[src/rtl/common_skid_buffer_registered_pkg.sv]
// Shared definitions for the registered two-entry skid buffer.
package common_skid_buffer_registered_pkg;

    localparam logic [1:0] EMPTY = 2'd0;
    localparam logic [1:0] HALF  = 2'd1;
    localparam logic [1:0] FULL  = 2'd2;

endpackage

[src/rtl/common_skid_buffer_registered_stdmacro.sv]
// Storage primitives: plain and enabled D flops, async active-high reset to zero.
module stdmacro_dff #(
    parameter int WIDTH = 1
) (
    input  logic             clk_i,
    input  logic             rst_i,
    input  logic [WIDTH-1:0] d_i,
    output logic [WIDTH-1:0] q_o
);
    always_ff @(posedge clk_i or posedge rst_i) begin
        if (rst_i) q_o <= '0;
        else       q_o <= d_i;
    end
endmodule

module stdmacro_dffe #(
    parameter int WIDTH = 1
) (
    input  logic             clk_i,
    input  logic             rst_i,
    input  logic             en_i,
    input  logic [WIDTH-1:0] d_i,
    output logic [WIDTH-1:0] q_o
);
    always_ff @(posedge clk_i or posedge rst_i) begin
        if (rst_i)     q_o <= '0;
        else if (en_i) q_o <= d_i;
    end
endmodule

[src/rtl/common_skid_buffer_registered.sv]
// Two-entry skid buffer with every output taken straight from a flop,
// so upstream and downstream handshakes are fully decoupled in timing.
module common_skid_buffer_registered
    import common_skid_buffer_registered_pkg::*;
#(
    parameter int BUFFER_WIDTH = 1
) (
    input  logic                    clk,
    input  logic                    reset,
    input  logic [BUFFER_WIDTH-1:0] prev_i_data,
    input  logic                    prev_i_valid,
    output logic                    prev_o_ready,
    output logic [BUFFER_WIDTH-1:0] next_o_data,
    output logic                    next_o_valid,
    input  logic                    next_i_ready
);

    logic [1:0]              state_q, state_d;
    logic                    ready_q, ready_d;
    logic                    valid_q, valid_d;
    logic [BUFFER_WIDTH-1:0] out_q, out_d, skid_q;
    logic                    out_en, skid_en;
    logic                    up_xfer, dn_xfer;

    assign up_xfer = prev_i_valid & ready_q;
    assign dn_xfer = next_i_ready & valid_q;

    // State register
    stdmacro_dff #(.WIDTH(2)) u_state (
        .clk_i(clk), .rst_i(reset), .d_i(state_d), .q_o(state_q)
    );

    // Next-state logic
    always_comb begin
        state_d = state_q;
        case (state_q)
            EMPTY: if (up_xfer) state_d = HALF;
            HALF: begin
                if (up_xfer && !dn_xfer)      state_d = FULL;
                else if (!up_xfer && dn_xfer) state_d = EMPTY;
            end
            FULL:    if (dn_xfer) state_d = HALF;
            default: state_d = EMPTY;
        endcase
    end

    // Datapath controls; SKID only ever captures when OUT is occupied and stalled
    always_comb begin
        out_en  = 1'b0;
        out_d   = prev_i_data;
        skid_en = 1'b0;
        case (state_q)
            EMPTY: out_en = up_xfer;
            HALF: begin
                out_en  = up_xfer & dn_xfer;
                skid_en = up_xfer & ~dn_xfer;
            end
            FULL: begin
                out_en = dn_xfer;
                out_d  = skid_q;
            end
            default: ;
        endcase
    end

    // Handshake flags are registered copies of the next state's occupancy
    assign ready_d = (state_d != FULL);
    assign valid_d = (state_d != EMPTY);

    stdmacro_dff #(.WIDTH(1)) u_ready (
        .clk_i(clk), .rst_i(reset), .d_i(ready_d), .q_o(ready_q)
    );

    stdmacro_dff #(.WIDTH(1)) u_valid (
        .clk_i(clk), .rst_i(reset), .d_i(valid_d), .q_o(valid_q)
    );

    stdmacro_dffe #(.WIDTH(BUFFER_WIDTH)) u_out (
        .clk_i(clk), .rst_i(reset), .en_i(out_en), .d_i(out_d), .q_o(out_q)
    );

    stdmacro_dffe #(.WIDTH(BUFFER_WIDTH)) u_skid (
        .clk_i(clk), .rst_i(reset), .en_i(skid_en), .d_i(prev_i_data), .q_o(skid_q)
    );

    assign prev_o_ready = ready_q;
    assign next_o_valid = valid_q;
    assign next_o_data  = out_q;

endmodule

[config.mk]
export PLATFORM = sky130hd
export DESIGN_NAME = common_skid_buffer_registered
export DESIGN_NICKNAME = d
export VERILOG_FILES = /design/src/rtl/common_skid_buffer_registered_pkg.sv /design/src/rtl/common_skid_buffer_registered_stdmacro.sv /design/src/rtl/common_skid_buffer_registered.sv
export SDC_FILE = /design/constraint.sdc
export NUM_CORES = 1
export LEC_CHECK = 0
export CAP_MARGIN = 5
export CORE_AREA = 2 2 39 41
export CTS_CLUSTER_DIAMETER = 120
export DETAILED_ROUTE_END_ITERATION = 10
export DIE_AREA = 0 0 41 43
export HOLD_SLACK_MARGIN = 0.02
export PLACE_DENSITY = 0.54
export SLEW_MARGIN = 25
export SYNTH_ARGS = -nofsm -noshare
export SYNTH_HDL_FRONTEND = slang
export SYNTH_HIERARCHICAL = 1
export SYNTH_SLANG_ARGS = --single-unit
export TNS_END_PERCENT = 1
[constraint.sdc]
create_clock -name clk -period 1.25 [get_ports clk]
set_input_delay 0.3125 -clock clk [delete_from_list [all_inputs] [get_ports clk]]
set_output_delay 0.3125 -clock clk [all_outputs]
set_load 0.005 [all_outputs]
# After elaboration in Yosys (flattened, before gate mapping)
# Cells that the tools add are included.
# W data, S select, Z words.
[word_totals] inputBits=5 regBits=6 output_inout_bits=3 wordCells=27
[op_classes] eq_ne=3 reduce_logical=6 n_mux=8 bitwise=5
[op_table] cell="$mux W2" count=4
[op_table] cell="$pmux W2 S3" count=1
[op_table] cell="$and A1 B1 Y1" count=4
[op_table] cell="$pmux W1 S3" count=1
[op_table] cell="$eq A2 B1 Y1 const B" count=1
[op_table] cell="$eq A2 B2 Y1 const B" count=1
[op_table] cell="$logic_and A1 B1 Y1" count=2
[op_table] cell="$logic_not A1 Y1" count=2
[op_table] cell="$logic_not A2 Y1" count=1
[op_table] cell="$mux W1" count=2
[op_table] cell="$ne A2 B2 Y1 const B" count=1
[op_table] cell="$reduce_bool A2 Y1" count=1
[op_table] cell="$not A1 Y1" count=1

# Longest topological paths before layout
# Gate-level depths: netlist of run 1.
[logic_depth] word_depth=7 ltp_mapped=4 mapped_depth_nobuf=4

# By module
# The synthesis of run 1 kept the hierarchy.
[by_module_without_submodules] module="common_skid_buffer_registered" n_inst=1 cells_each=16 area_per_inst_um2=110.1
[by_module_without_submodules] module="stdmacro_dffe" n_inst=2 cells_each=3 area_per_inst_um2=43.8
[by_module_without_submodules] module="stdmacro_dff (u_ready ...)" n_inst=2 cells_each=2 area_per_inst_um2=28.8
[by_module_without_submodules] module="stdmacro_dff (u_state)" n_inst=1 cells_each=3 area_per_inst_um2=53.8

# Worst setup path before layout of run 1
# No wires, ideal clock.
[synth_path] path_type="register to register" startpoint="register u_state.q_o[0]" endpoint="register u_out.q_o" arrival_time_ns=1.151 setup_slack_ns=-0.027 required_time_ns=1.125 n_path_buf=0 setup_ns=0.125 stages_incl_launch_ff=4 cell_sequence="dfrtp_1 nor2b_2 mux2_1 mux2_4"
[synth_via] elab_chain_len=2 word_cells_on_any_way=5
[synth_rtl] item="start, declared" line_no="common_skid_buffer_registered_stdmacro.sv:8" rtl="output logic [WIDTH-1:0] q_o"
[synth_rtl] item="start signal, assigned" line_no="common_skid_buffer_registered_stdmacro.sv:12" rtl="else q_o <= d_i;"
[synth_rtl] item="$eq A2 B2 Y1" line_no="common_skid_buffer_registered.sv:52" rtl="case (state_q)"
[synth_rtl] item="$mux W1" line_no="common_skid_buffer_registered.sv:52"
[synth_rtl] item="via out_d" line_no="common_skid_buffer_registered.sv:21" rtl="logic [BUFFER_WIDTH-1:0] out_q, out_d, skid_q;"
[synth_rtl] item="end signal, assigned" line_no="common_skid_buffer_registered_stdmacro.sv:27" rtl="else if (en_i) q_o <= d_i;"
[synth_rtl] item="end, declared" line_no="common_skid_buffer_registered_stdmacro.sv:23" rtl="output logic [WIDTH-1:0] q_o"
# The timed path passes the listed nets, and every way through them passes these cells.
# A chain may end at the register's enable or synchronous reset.

# Worst setup path after layout of run 1
[layout_path] startpoint="register u_state.q_o[1]" endpoint="register u_skid.q_o"
[layout_via] elab_chain_len=2
[layout_rtl] item="$eq A2 B1 Y1" line_no="common_skid_buffer_registered.sv:52"
[layout_rtl] item="$mux W1" line_no="common_skid_buffer_registered.sv:52"
[layout_rtl] item="via skid_en" line_no="common_skid_buffer_registered.sv:22" rtl="logic out_en, skid_en;"
[layout_rtl] item="end signal, assigned" line_no="common_skid_buffer_registered_stdmacro.sv:27"
[layout_rtl] item="end, declared" line_no="common_skid_buffer_registered_stdmacro.sv:23"
# The timed path passes the listed nets, and every way through them passes these cells.

==> out/metrics.yaml, run 1 <==
start_kind: "register"
yosysSeqAreaShare_pct: 48.6
fmax_mhz: 775
postPlaceCellArea_um2: 440
worstRegToRegCells: 3
drive_gt1_share_pct: 37.8
fin_util_pct: 35.5
setup_viol: 2
crit_fanout: 4
min_period_ps: 1290
p_per_area_nw_per_um2: 1980
routed_wl_um: 587
cts_hold_buf: 0
drt-pass1-iter-count: 1
ys.warnings.count: 6
clockRootBuffer: "clkbuf_4"
grt_pass1_wl_um: 924
fp.coreArea_um2: 1380
critical_path_required_ps: 1370
grt_pass1_vias: 237
timing.rr.end: "u_skid/q_o$_DFFE_PP0P_"
grt_max_degree: 6
worstMarginPinSlew_ps: 196
io_buffers: 7
antenna_cells: 0
crit_arrival_ps: 1420
via_per_inst: 4.28
syn_area_um2: 309
initial_core_util_pct: 22.3
area_growth_pct: 59.1
grt.met2_usage_pct: 11.3
die_y_um: 43
rsz0062_at_grt: "yes"
top_usage_layer: "met2"
post-dp-hpwl_um: 454
cts_tree: "yes"
die_width_um: 41
drt_iter0_drc: 0
status: "complete, but fails checks"
finClkSkew_ps: 2.17
peakVddDrop_mv: 1.05
cts_buffers: 3
track_usage_pct: 8.76
ys_seq_elements: 6
cap_viol_max_count: 0
dp_cells: 57
slew_headroom_pct: 86.9
slew_violations: 0
wl_per_cell_um: 9.62
num_io_pins: 8
setup.worst_path.end: "u_skid/q_o$_DFFE_PP0P_"
finalInstanceArea_um2: 492
endpoint_kind: "register"
grt_util_met3_pct: 7.85
hold_viol: 0
regToRegStartpoint: "u_state/q_o[1]$_DFF_PP0_"
p_leak_nw: 0.249
antenna_found_initial: 0
crit_type: "reg -> reg"
clk_latency_ps: 240
rows: 14
r2r_setup_slack_ps: -40
cts_sinks: 6
violations: "negative setup slack"
place_congestion: 0.777
cts_buffer_depth: 2
min_path_type: "in -> async"
path_clk_slew_ps: 40
die_area_um2: 1760
startpoint: "u_state/q_o[1]$_DFF_PP0_"
ant_nets: 0
drc: 0
totalPowerFinal_mw: 0.971
syn_avg_cell_area_um2: 10.7
syn_inst: 29
fin_ws_ps: -40.8
synth_nets: 34
fin_cells: 61
grtUsageMet1_pct: 9.74
vias: 261
grt_overflow: 0
htreeDepth: 1
ys_types: 16
min_period_over_period_pct: 103
nets: 52
-- how the worst min path moves through the flow --
stage                                   endpoint
after detailed placement   u_out/q_o$_DFFE_PP0P_
after global routing       u_out/q_o$_DFFE_PP0P_
after floorplan            u_out/q_o$_DFFE_PP0P_
final                      u_out/q_o$_DFFE_PP0P_
after global placement     u_out/q_o$_DFFE_PP0P_
after CTS                 u_skid/q_o$_DFFE_PP0P_
-- repair_timing --
action / 4_1_cts / 5_1_grt
endpoints found under the setup margin: 5 / 3
gates resized for setup: 3 / 6
setup buffers: 0 / 1
pin swaps: 0 / 3
-- critical path, cell delays in order, from the launching register on --
cell and delay [ps]:
dfrtp_1 390, and3b_2 310, and3_4 190, mux2_4 290
-- metal layers --
| metal | routed length (um) | part of all wire, % |
|---|---|---|
| met1 | 249 | 42 |
| met3 | 55 | 9.4 |
| met4 | 0 | 0 |
| met5 | 0 | 0 |
| met2 | 282 | 48 |
-- cells in the final DEF (no fill, tap or decap) --
master,instances
nand3_1,1
nand2_1,3
dfrtp_1,6
nor2b_4,1
nand4b_1,1
nand2b_1,1
clkdlybuf4s50_1,3
and2_4,1
o21ai_1,1
inv_1,5
dlygate4sd2_1,3
o21bai_4,1
and3b_2,1
dlymetal6s2s_1,1
clkbuf_4,3
buf_4,6
a21boi_0,1
o21bai_1,1
and3_4,1
o21a_1,1
mux2_4,3
-- per-stage QoR --
step	worst slack, ps	TNS, ps	hold slack [ps]
2_1_floorplan	-20.0	-20.0	41.2
3_3_place_gp	-363	-1280	499
3_5_place_dp	-383	-1350	503
4_1_cts	-130	-252	346
5_1_grt	-88.5	-170	373
6_report	-40.8	-78.0	343
-- power breakdown --
group / internal, mW / leakage, nW / switching, mW
combinational: 0.301 / 0.165 / 0.165
sequential: 0.281 / 0.0703 / 0.0522
clock: 0.108 / 0.0138 / 0.0642
-- layout make-up --
| type | count | area [um^2] |
|---|---|---|
| clock buffers | 3 | 22.5 |
| repair buffers | 13 | 114 |
| well taps | 16 | 20.0 |
| multi-input cells | 18 | 166 |
| fillers | 138 | 892 |
| flip-flops and latches | 6 | 150 |
| inverters | 5 | 18.8 |
-- flip-flops by register name (all words and copies together), names as in the netlist --
signal and count:
u_state/q_o 2, u_out/q_o 1, u_valid/q_o 1, u_ready/q_o 1
u_skid/q_o 1
-- cell usage after synthesis --
cell type | instances | area [um^2]
nand4b_1 | 1 | 8.76
nand2b_1 | 1 | 6.26
nand2_1 | 3 | 11.3
and3_1 | 1 | 6.26
mux2_1 | 1 | 11.3
o21a_1 | 1 | 7.51
inv_1 | 5 | 18.8
dfrtp_1 | 6 | 150
mux2_4 | 2 | 30.0
and3b_1 | 1 | 8.76
nand3_1 | 1 | 5.00
and2_4 | 1 | 8.76
a21boi_0 | 1 | 7.51
o21bai_1 | 2 | 15.0
nor2b_2 | 1 | 8.76
o21ai_1 | 1 | 5.00
-- cell families after synthesis --
family          after synthesis  share of synthesized area, %
compound gates                5                          11.3
simple gates                 10                          20.7
flops                         6                          48.6
buf+inv                       5                          6.07
mux                           3                          13.4
No activity file was read; power rests on OpenSTA's default activity.
==> run 2: changes to the inputs <==
--- a/config.mk
+++ b/config.mk
@@ -10,8 +10,10 @@
 export CTS_CLUSTER_DIAMETER = 120
 export DETAILED_ROUTE_END_ITERATION = 10
 export DIE_AREA = 0 0 41 43
+export GPL_TIMING_DRIVEN = 1
 export HOLD_SLACK_MARGIN = 0.02
 export PLACE_DENSITY = 0.54
+export RECOVER_POWER = 25
 export SLEW_MARGIN = 25
 export SYNTH_ARGS = -nofsm -noshare
 export SYNTH_HDL_FRONTEND = slang
==> out/metrics.yaml, run 2 (synthesis results as in run 1) <==
die_width_um: 41
crit_arrival_ps: 1420
fin_ws_ps: -40.8
finClkSkew_ps: 2.17
cts_buffers: 3
grtUsageMet1_pct: 9.74
ant_nets: 0
min_path_type: "in -> async"
post-dp-hpwl_um: 454
drive_gt1_share_pct: 37.8
place_congestion: 0.777
path_clk_slew_ps: 40
clockPowerShare_pct: 17.8
area_growth_pct: 59.1
p_seq_share_pct: 34.3
setup_viol: 2
min_period_ps: 1290
io_buffers: 7
nFillCells: 138
worstMarginPinSlew_ps: 201
die_y_um: 43
totalPowerFinal_mw: 0.971
grt.met2_usage_pct: 11.3
violations: "negative setup slack"
critical_path_required_ps: 1370
regArea_um2: 150
min_period_over_period_pct: 103
cts_hold_buf: 0
routed_wl_um: 587
switching_power_mw: 0.281
nets: 52
fmax_mhz: 775
multi_input_area_um2: 166
grt_pass1_wl_um: 924
final_cell_mix: "6 x buf_4, 6 x dfrtp_1, 5 x inv_1"
wl_per_cell_um: 9.62
cp_cell_sequence: "and3b_2, and3_4, mux2_4"
rsz0062_at_grt: "yes"
die_area_um2: 1760
peakVddDrop_mv: 1.05
cpMaxStageDelayCell: "dfrtp_1"
worstRegToRegCells: 3
p_per_area_nw_per_um2: 1970
largest_register: "u_state/q_o"
regToRegStartpoint: "u_state/q_o[1]$_DFF_PP0_"
r2r_setup_slack_ps: -40
largest_reg_flops: 2
htreeDepth: 1
cts_sinks: 6
clk_latency_ps: 240
rows: 14
antenna_cells: 0
slew_violations: 0
track_usage_pct: 8.76
cts_buffer_depth: 2
comb_power_share_pct: 47.9
tns_ps: -78.0
start_kind: "register"
cap_viol_max_count: 0
drc: 0
clockRootBuffer: "clkbuf_4"
vias: 261
grt_overflow: 0
drt-pass1-iter-count: 1
switching_share_pct: 29.0
grt_util_met3_pct: 7.85
pre_cts_slack_ps: -383
cts_tree: "yes"
top_usage_layer: "met2"
fp.coreArea_um2: 1380
timing.rr.end: "u_skid/q_o$_DFFE_PP0P_"
via_per_inst: 4.28
drt_iter0_drc: 0
crit_fanout: 4
endpoint_kind: "register"
grt_pass1_vias: 237
status: "complete, but fails checks"
cell_internal_pwr_mw: 0.689
initial_core_util_pct: 22.3
fin_util_pct: 35.5
hold_viol: 0
crit_family: "simple AND/OR/NAND/NOR gates"
crit_type: "reg -> reg"
slew_headroom_pct: 86.5
antenna_found_initial: 0
worst-path-buf-inv: 0
num_io_pins: 8
p_leak_nw: 0.249
grt_max_degree: 6
max_stage_delay_ps: 390
## run 2: cell count changes in the layout (fill, tap and decap cells not counted), sizes merged
cell and change:
clkdlybuf4s50 -1, dlygate4sd3 +1
## run 2: worst max path at each step
stage | startpoint | end | slack (ps) | cells past startpoint
after floorplan | u_state/q_o[0]$_DFF_PP0_ | u_out/q_o$_DFFE_PP0P_ | -20 | 3
after global placement | prev_i_valid | u_skid/q_o$_DFFE_PP0P_ | -360 | 4
after detailed placement | prev_i_valid | u_out/q_o$_DFFE_PP0P_ | -380 | 5
after CTS | prev_i_valid | u_out/q_o$_DFFE_PP0P_ | -130 | 5
after global routing | u_state/q_o[1]$_DFF_PP0_ | u_out/q_o$_DFFE_PP0P_ | -90 | 4
final | u_state/q_o[1]$_DFF_PP0_ | u_skid/q_o$_DFFE_PP0P_ | -40 | 3
## run 2: area by class of cell
type                    instances  share of cell area, %
clock buffers                   3                   4.58
flip-flops and latches          6                   30.5
inverters                       5                   3.82
well taps                      16                   4.07
multi-input cells              18                   33.8
repair buffers                 13                   23.2
## run 2: layer usage
layer  vias up  share of wire [%]  routed length (um)
met5         -                  0                   0
met4         0                  0                   0
met3         0                9.4                  55
met2         9                 48                 282
met1       122                 42                 249
li1        130                  -                   -
## run 2: repair_timing
action | 4_1_cts | 5_1_grt
buffers inserted | 0 | 1
resized for setup | 3 | 6
setup endpoints to repair | 5 | 3
pin swaps | 0 | 3
## run 2: worst register-to-register path: cells and delay by family, from the launching register on
kind	cells	cell delay, ps
DFF	1	390
muxes	1	290
and+or+nand+nor	2	500
## run 2: metrics by stage
stage | area (um^2) | hold slack, ps | instances
after global routing | 492 | 473 | 61
after floorplan | 313 | 41.2 | 29
after global placement | 440 | 499 | 57
after CTS | 459 | 346 | 60
final | 492 | 455 | 61
after detailed placement | 440 | 503 | 57
## run 2: power groups by stage
stage / combinational (mW) / clock, mW / sequential [mW]
6_report: 0.465 / 0.172 / 0.333
5_1_grt: 0.508 / 0.197 / 0.344
4_1_cts: 0.416 / 0.185 / 0.327
3_5_place_dp: 0.443 / 0 / 0.332
3_3_place_gp: 0.440 / 0 / 0.331
2_1_floorplan: 0.225 / 0 / 0.338
==> run 3: changes to the inputs <==
--- a/config.mk
+++ b/config.mk
@@ -12,11 +12,9 @@
 export DIE_AREA = 0 0 41 43
 export GPL_TIMING_DRIVEN = 1
 export HOLD_SLACK_MARGIN = 0.02
-export PLACE_DENSITY = 0.54
+export PLACE_DENSITY = 0.51
 export RECOVER_POWER = 25
-export SLEW_MARGIN = 25
 export SYNTH_ARGS = -nofsm -noshare
 export SYNTH_HDL_FRONTEND = slang
-export SYNTH_HIERARCHICAL = 1
 export SYNTH_SLANG_ARGS = --single-unit
 export TNS_END_PERCENT = 1
==> out/metrics.yaml, run 3 <==
status: "complete, but fails checks"
violations: "negative setup slack"
grt_pass1_wl_mm: 1.29
cts_buffers: 3
synthTopCellsByArea: "dfrtp_1 53%, nor3b_1 5.3%, a21boi_2 4.0%"
synth_top_area_share_pct: 53.1
initial_core_util_pct: 20.4
drt_iter0_drc: 1
via_per_inst: 4.25
clk_latency_ps: 240
die_y_um: 43
ys.warnings.count: 0
syn_avg_cell_area_um2: 10.9
multi_input_area_um2: 166
clockRootBuffer: "clkbuf_4"
crit_arrival_ps: 1500
cts_buffer_depth: 2
setup_viol: 2
ys_seq_elements: 6
p_leak_nw: 0.258
final_cell_mix: "12 x buf_4, 6 x dfrtp_1, 3 x clkbuf_4"
tns_ps: -139
rows: 14
slew_headroom_pct: 80.3
p_per_area_nw_per_um2: 2130
place_congestion: 0.691
fin_ws_ps: -98.8
grt_overflow: 0
synth_nets: 31
io_buffers: 7
fp.coreArea_um2: 1380
final_common_cell: "buf_4"
num_io_pins: 8
yosysSeqAreaShare_pct: 53.1
yosysMostFrequentCell: "dfrtp_1"
antenna_found_initial: 0
synth.top_cells.by_count: "6 x dfrtp_1, 2 x inv_1, 2 x nand2_1, 2 x nor3b_1"
grt_pass1_vias: 321
min_period_over_period_pct: 108
largest_reg_flops: 2
ant_nets: 0
dp_cells: 56
die_area_um2: 1760
crit_fanout: 3
pre_cts_slack_ps: -387
ys.flop_type: "dfrtp_1"
drc: 0
wl_per_cell_um: 12.3
antenna_cells: 0
htreeDepth: 1
cap_viol_max_count: 0
rsz0062_at_grt: "yes"
crit_type: "reg -> reg"
cts_tree: "yes"
cts_sinks: 6
syn_inst: 26
nets: 55
area_growth_pct: 87.6
yosys.area.top_type: "dfrtp_1"
min_period_ps: 1350
slew_violations: 0
critical_path_required_ps: 1400
post-dp-hpwl_um: 527
fin_cells: 64
worstRegToRegCells: 4
start_kind: "register"
drive_gt1_share_pct: 50.0
finClkSkew_ps: 4.58
peakVddDrop_mv: 0.885
worstMarginPinSlew_ps: 293
nFillCells: 141
track_usage_pct: 11.6
vias: 272
grt_max_degree: 7
synth-async-reset-ratio_pct: 100
ys_types: 18
regArea_um2: 150
die_width_um: 41
routed_wl_um: 790
endpoint_kind: "register"
largest_register: "u_state.q_o"
totalPowerFinal_mw: 1.13
fmax_mhz: 741
min_path_type: "in -> async"
hold_viol: 0
synth_edf_count: 0
drt-pass1-iter-count: 2
path_clk_slew_ps: 50
syn_area_um2: 283
run 3: layout make-up:
cell class	instances	share of cell area, %
Tap cell	16	3.77
Multi-Input combinational cell	18	31.4
Timing Repair Buffer	19	30.9
Clock buffer	3	4.25
Sequential cell	6	28.3
Inverter	2	1.42
run 3: cells by family (layout without fill, tap and decap cells):
kind of cell | after synthesis | count (layout) | share of synthesized area, %
AOI/OAI and AO/OA | 6 | 6 | 15.9
DFF | 6 | 6 | 53.1
muxes | 1 | 1 | 3.98
and+or+nand+nor | 11 | 11 | 24.3
buffers and inverters | 2 | 24 | 2.66
run 3: worst max-delay path, stage by stage (launching register included):
cell and delay (ps):
dfrtp_1 380, a21boi_4 150, buf_4 140, or3_4 340, a311oi_2 250
run 3: per-layer routing:
metal / track usage (%) / up-vias / wire [um]
li1: - / 138 / -
met1: 13.9 / 124 / 330
met2: 16.3 / 8 / 411
met3: 3.14 / 2 / 38
met4: 10.0 / 0 / 10
met5: 0 / - / 0
run 3: repair_timing:
action | in CTS | in global routing
pin swaps | 1 | 4
gates resized for setup | 4 | 11
buffers inserted | 2 | 3
endpoints found under the setup margin | 7 | 5
hold buffers | 0 | 0
gates cloned | 0 | 0
run 3: stage by stage:
step / area (um^2) / hold slack (ps) / util (%)
6_report: 531 / 423 / 38.3
5_1_grt: 531 / 444 / 38.3
4_1_cts: 469 / 296 / 33.9
3_5_place_dp: 430 / 510 / 31.1
3_3_place_gp: 430 / 497 / 31.1
2_1_floorplan: 288 / 103 / -
run 3: power by group:
part           internal (mW)  switching [mW]
Clock                  0.109          0.0714
Sequential             0.279          0.0596
Combinational          0.397           0.215
run 3: path summary, 6_finish.rpt:
check                           slack, ps                      from                      to
worst max-delay path                 -100  u_state.q_o[0]$_DFF_PP0_   u_out.q_o$_DFFE_PP0P_
worst min-delay path                  420                     reset   u_out.q_o$_DFFE_PP0P_
worst max register to register       -100  u_state.q_o[0]$_DFF_PP0_   u_out.q_o$_DFFE_PP0P_
worst min register to register        520    u_skid.q_o$_DFFE_PP0P_  u_skid.q_o$_DFFE_PP0P_
max in group asynchronous             630                     reset   u_ready.q_o$_DFF_PP0_
min in group clk                      430              prev_i_valid   u_valid.q_o$_DFF_PP0_
